===== config.mk =====
export PLATFORM = sky130hd
export DESIGN_NAME = cricket_ball_scorer
export DESIGN_NICKNAME = d
export VERILOG_FILES = /design/src/rtl/cricket_ball_scorer.sv
export SDC_FILE = /design/constraint.sdc
export NUM_CORES = 1
export LEC_CHECK = 0
export BUFFER_PORTS_ARGS = -buffer_cell sky130_fd_sc_hd__buf_2
export CAP_MARGIN = 10
export CORE_AREA = 2 2 60 62
export DETAILED_ROUTE_END_ITERATION = 8
export DIE_AREA = 0 0 62 64
export GPL_TIMING_DRIVEN = 0
export PLACE_DENSITY = 0.83
export SYNTH_ARGS = -nofsm -noshare
export SYNTH_HDL_FRONTEND = slang
export SYNTH_SLANG_ARGS = --single-unit

===== constraint.sdc =====
create_clock -name clk_fpga -period 1.64 [get_ports clk_fpga]
set_input_delay 0.164 -clock clk_fpga [delete_from_list [all_inputs] [get_ports clk_fpga]]
set_output_delay 0.164 -clock clk_fpga [all_outputs]
set_load 0.05 [all_outputs]

===== src/rtl/cricket_ball_scorer.sv =====
// Turns each bat-button press into a ball outcome drawn from the LFSR value,
// and keeps the innings tally (runs, wickets, balls, overs) until the innings ends.
module cricket_ball_scorer #(
   parameter int unsigned MAX_OVERS   = 2,
   parameter int unsigned MAX_WICKETS = 10
) (
   input  logic       clk_fpga,
   input  logic       reset,
   input  logic       bat_btn,
   input  logic       new_innings,
   input  logic [3:0] rand_in,
   output logic [7:0] runs,
   output logic [3:0] wickets,
   output logic [2:0] balls,
   output logic [3:0] overs,
   output logic [2:0] last_runs,
   output logic       last_wicket,
   output logic       ball_valid,
   output logic       innings_over
);

   typedef enum logic {PLAY, DONE} state_t;

   state_t     state, state_d;
   logic       s1, s2, s3;
   logic       press_c;
   logic [2:0] credit_c;
   logic       wicket_c;
   logic [8:0] sum_c;
   logic [7:0] runs_d;
   logic [3:0] wickets_d;
   logic [2:0] balls_d;
   logic [3:0] overs_d;
   logic [2:0] last_runs_d;
   logic       last_wicket_d;
   logic       ball_valid_d;

   // Two-flop synchronizer plus history flop; s3 is never cleared by new_innings
   always_ff @(posedge clk_fpga or posedge reset) begin
      if (reset) begin
         s1 <= 1'b0;
         s2 <= 1'b0;
         s3 <= 1'b0;
      end else begin
         s1 <= bat_btn;
         s2 <= s1;
         s3 <= s2;
      end
   end

   assign press_c = s2 & ~s3;

   // Outcome map from the random nibble
   always_comb begin
      credit_c = 3'd0;
      wicket_c = 1'b0;
      case (rand_in)
         4'd0, 4'd1, 4'd12:       credit_c = 3'd0;
         4'd2, 4'd3, 4'd4, 4'd13: credit_c = 3'd1;
         4'd5, 4'd6:              credit_c = 3'd2;
         4'd7:                    credit_c = 3'd3;
         4'd8, 4'd9:              credit_c = 3'd4;
         4'd10, 4'd11:            credit_c = 3'd6;
         default:                 wicket_c = 1'b1;
      endcase
   end

   // Next-state and tally update; new_innings overrides any press
   always_comb begin
      state_d       = state;
      runs_d        = runs;
      wickets_d     = wickets;
      balls_d       = balls;
      overs_d       = overs;
      last_runs_d   = last_runs;
      last_wicket_d = last_wicket;
      ball_valid_d  = 1'b0;
      sum_c         = 9'(runs) + 9'(credit_c);
      if (new_innings) begin
         state_d       = PLAY;
         runs_d        = 8'd0;
         wickets_d     = 4'd0;
         balls_d       = 3'd0;
         overs_d       = 4'd0;
         last_runs_d   = 3'd0;
         last_wicket_d = 1'b0;
      end else if (state == PLAY && press_c) begin
         runs_d = sum_c[8] ? 8'hFF : sum_c[7:0];
         if (wicket_c) begin
            wickets_d = wickets + 4'd1;
         end
         if (balls == 3'd5) begin
            balls_d = 3'd0;
            overs_d = overs + 4'd1;
         end else begin
            balls_d = balls + 3'd1;
         end
         last_runs_d   = credit_c;
         last_wicket_d = wicket_c;
         ball_valid_d  = 1'b1;
         if (wickets_d == 4'(MAX_WICKETS) || overs_d == 4'(MAX_OVERS)) begin
            state_d = DONE;
         end
      end
   end

   always_ff @(posedge clk_fpga or posedge reset) begin
      if (reset) begin
         state        <= PLAY;
         runs         <= 8'd0;
         wickets      <= 4'd0;
         balls        <= 3'd0;
         overs        <= 4'd0;
         last_runs    <= 3'd0;
         last_wicket  <= 1'b0;
         ball_valid   <= 1'b0;
         innings_over <= 1'b0;
      end else begin
         state        <= state_d;
         runs         <= runs_d;
         wickets      <= wickets_d;
         balls        <= balls_d;
         overs        <= overs_d;
         last_runs    <= last_runs_d;
         last_wicket  <= last_wicket_d;
         ball_valid   <= ball_valid_d;
         innings_over <= (state_d == DONE);
      end
   end

endmodule


Yosys cells after proc, flatten, opt, wreduce, memory -nomap -nowiden
Cells that the tools add are included.
Widths: inputs -> output; s select.
- input bits: 8
- output and inout bits: 25
- register bits after elaboration: 28
- logic and storage cells: 72
- multiplexer cells: 27
- bitwise logic cells: 3
- equal/unequal tests: 16
- reduce and logical (&&, ||, !) cells: 11
- $add $sub $neg: 4
- operator list (cell ; count):
    $mux 4 ; 10
    $eq 4x4->1 const B ; 7
    $mux 8 ; 3
    $eq 4x3->1 const B ; 4
    $mux 3 ; 5
    $pmux 3 s5 ; 1
    $reduce_or 14->1 ; 1
    $eq 4x2->1 const B ; 3
    $add 8x3->9 ; 1
    $add 4x1->4 const B ; 2
    $mux 1 ; 8
    $reduce_or 2->1 ; 3
    $eq 4x1->1 const B ; 1
    $logic_not 4->1 ; 1
    $reduce_bool 2->1 ; 2
    $reduce_or 4->1 ; 1
    $add 3x1->3 const B ; 1
    $eq 3x3->1 const B ; 1
    $not 1->1 ; 2
    $reduce_and 2->1 ; 1
    $and 1x1->1 ; 1
    $logic_and 1x1->1 ; 1
    $logic_or 1x1->1 ; 1

Logic depth before layout (Yosys ltp)
- depth in word-level cells: 10
- mapped depth: 9
- mapped depth without buffers: 9

Least setup slack after synthesis
No wires, ideal clock.
- path kind: reg2reg
- from: register runs[0]
- to: register runs[3]
- data required time: 1.485 ns
- slack: -0.415 ns
- stages on the path, launching flop included: 7
- buffers on the path: 0
- data arrival time: 1.900 ns
- period minus slack after synthesis: 2.055 ns
- library setup time: 0.155 ns
- cell sequence: dfrtp_1 -> ha_1 -> fa_1 -> a21o_1 -> and3_1 -> nor3_1 -> a211oi_1
- longest elaborated chain between the ends: 4
- RTL lines (what ; RTL line ; source):
    start, declared ; 12 ; output logic [7:0] runs,
    start signal, assigned ; 120 ; runs <= runs_d;
    $add 8x3->9 ; 78 ; sum_c = 9'(runs) + 9'(credit_c);
    $mux 8 ; 88 ; runs_d = sum_c[8] ? 8'hFF : sum_c[7:0];
    $mux 8 ; 87 ; end else if (state == PLAY && press_c) begin
    $mux 8 ; 79 ; if (new_innings) begin
No other way between the ends. The select of a mux whose other input is x is not followed.
A chain may end at the register's enable or synchronous reset.

Worst setup path in the final report
Same ends and word-level chain as after synthesis.

==> impl_metrics.toml <==
[cells_and_area]
final_common_cell = "buf_2"
layout.cells.most_common_list = "buf_2 (32), dfrtp_1 (19), nor2_1 (15), nand2_1 (13)"
synthToLayoutAreaGrowth_pct = 29.8
n_antenna_cell = 0
fin_cells = 247
nFillCells = 283
final_area_um2 = 1990
layout.nets = 216
final_core_util = 0.607
drive_above_1_share = 0.358

[yosys]
synth_edf_count = 0
syn_avg_cell_area_um2 = 9.66
ys_async_sr_fraction = 1.00
synth_cell_types = 43
synthCells = 159
syn_nets = 173
synth_top_flop_cell = "dfrtp_1"
seq_area_frac_synth = 0.456
synth-seq-cells = 28
yosys_warnings = 0
syn-cell-area_um2 = 1540

[setup_path]
crit_chain = "ha_4, fa_2, a21o_1, and3_4, nor3_2, a211oi_1"
reg2reg_slack_ns = -0.07
start_kind = "register"
startpoint = "runs[0]"
critPathKind = "reg -> reg"
worstPathRequired_ns = 1.86
cpPeakStageDelay_ns = 0.45
r2r_start = "runs[0]"
end_kind = "register"
critPathCapture = "runs[3]"
crit_arrival_ns = 1.92
timing.rr.end = "runs[3]"
reg2reg_depth = 6
worst-path-max-fanout = 5
crit_path_top_delay_cell = "dfrtp_2"

[place]
portBuffers = 30
dp_slack_ns = -0.400
dp_cells = 235
placed_cell_area_um2 = 1810
gp_congestion = 0.821
dpl.hpwl_um = 2420

[drt]
drt_wl_total_um = 3520
first_pass_iters = 4
via_per_inst = 5.42
drc = 0
drt_iter0_markers = 114
num_vias = 1339
wl_per_cell_um = 14.2
drtAntennaViolNets = 0

[die]
die_h_um = 64
pin_count = 33
chipWidth_um = 62
core_region_area_um2 = 3280
row_count = 21
die_area_um2 = 3970
start_util = 0.468

[sta]
fin_ws_ns = -0.0663
finalCritPeriodShare = 1.04
setup_violations = 6
finalSetupTns_ns = -0.221
max_slew_margin = 0.692
fmax_mhz = 586
hold_violations = 0
clock_skew_ns = 0.0155
slew_viol_final = 0
worst_slew_pin_slew_ns = 0.461
period_needed_ns = 1.71
rsz0062_at_grt = "yes"

[clock_tree]
clk_pin_slew_ns = 0.15
clock_sinks = 28
cts_buffers = 3
ctsLongestPathBuffers = 2
cts_root_buf = "clkbuf_4"
htreeDepth = 1
cts_tree = "built"
clk_latency_ns = 0.35

[worst_hold_path]
hold_path_class = "in -> reg"

[power]
ir_worst_vdd_mv = 0.367
p_leak_nw = 0.924
power_density_nw_per_um2 = 725

[flow_run]
drv_cap = 0

[outcome]
outcome = "complete, but fails checks"
violations = "negative setup slack"

[grt]
grt_usage = 0.192
first_global_vias = 1249
antenna_found_initial = 0
grt_max_degree = 29
overflow = 0
grt_pass1_wl_um = 5830
[Yosys cell counts, types with 2 or more instances]
cell type / instances / share of area
nand2_1: 13 / 0.032
nor2_1: 15 / 0.037
nor3_2: 2 / 0.013
nand3b_1: 2 / 0.0098
a2111oi_0: 2 / 0.011
clkbuf_1: 3 / 0.0073
a21o_1: 4 / 0.020
dfrtp_1: 28 / 0.46
a31oi_1: 2 / 0.0081
ha_1: 5 / 0.041
a311oi_1: 2 / 0.011
nand4_1: 2 / 0.0081
and3_1: 5 / 0.020
xnor2_1: 8 / 0.046
inv_1: 4 / 0.0098
nand3_1: 8 / 0.026
nor3_1: 5 / 0.016
mux2i_1: 2 / 0.013
xor2_1: 3 / 0.017
buf_2: 2 / 0.0065
a21oi_1: 10 / 0.033
nand4b_1: 3 / 0.017
nor2b_1: 4 / 0.016
o21ai_0: 5 / 0.016
or3_1: 2 / 0.0081
[critical path: cells and delay by family, from the launching register on]
kind | cells | cell delay [ns]
flip-flops | 1 | 0.45
AO/OA/AOI/OAI | 2 | 0.29
adder cells (fa/ha/maj) | 2 | 0.55
AND/OR/NAND/NOR | 2 | 0.28
[power breakdown]
part           switching [mW]  internal (mW)
Clock                   0.222          0.248
Combinational           0.155         0.0920
Sequential             0.0196          0.710
[metal layers]
| layer | global-route usage | share of wire |
|---|---|---|
| met3 | 0.0283 | 0.048 |
| met5 | 0 | 0 |
| met2 | 0.286 | 0.46 |
| met1 | 0.291 | 0.48 |
| met4 | 0.0426 | 0.011 |
[repair_timing]
action	CTS	global route
hold endpoints to repair	1	20
hold buffers	1	1
pin swaps	6	4
setup endpoints to repair	10	13
setup buffers	2	3
gates resized for setup	4	5
[worst min-delay path by stage]
| stage | end | start | slack, ns | cells after the start |
|---|---|---|---|---|
| final | last_runs[0] | rand_in[3] | 0.21 | 3 |
| after global routing | last_runs[0] | rand_in[3] | 0.20 | 3 |
| after CTS | ball_valid | reset | 0.1 | 2 |
| after detailed placement | s1 | bat_btn | 0.27 | 1 |
| after global placement | s1 | bat_btn | 0.27 | 1 |
| after floorplan | s1 | bat_btn | 0.20 | 0 |
[stage by stage]
stage / hold WS [ns] / power (mW)
3_5_place_dp: 0.274 / 0.960
5_1_grt: 0.203 / 1.51
2_1_floorplan: 0.195 / 0.902
3_3_place_gp: 0.272 / 0.954
4_1_cts: 0.0991 / 1.43
6_report: 0.208 / 1.45
[flip-flops by register name (all words and copies together), names as in the netlist]
signal / count
wickets: 4
s2: 1
overs: 4
s3: 1
s1: 1
state: 1
balls: 3
ball_valid: 1
last_runs: 3
runs: 8
last_wicket: 1
[layout make-up]
class,count,area (um2),share of cell area
well taps,46,57.6,0.0289
inverters,4,15.0,0.00753
clock inverters,1,30.0,0.0151
multi-input cells,120,876,0.439
repair buffers,38,235,0.118
clock buffers,3,22.5,0.0113
plain buffers,7,46.3,0.0232
flip-flops and latches,28,712,0.357
[cells by family (layout without fill, tap and decap cells)]
kind of cell    after synthesis  after routing  share of synthesized area
compound gates               32             32                      0.136
buf+inv                      11             53                     0.0342
fa+ha+maj                     6              6                     0.0537
flops                        28             28                      0.456
mux                           2              2                     0.0130
xor+xnor                     11             11                     0.0627
simple gates                 69             69                      0.244
No activity file was read; power rests on OpenSTA's default activity.
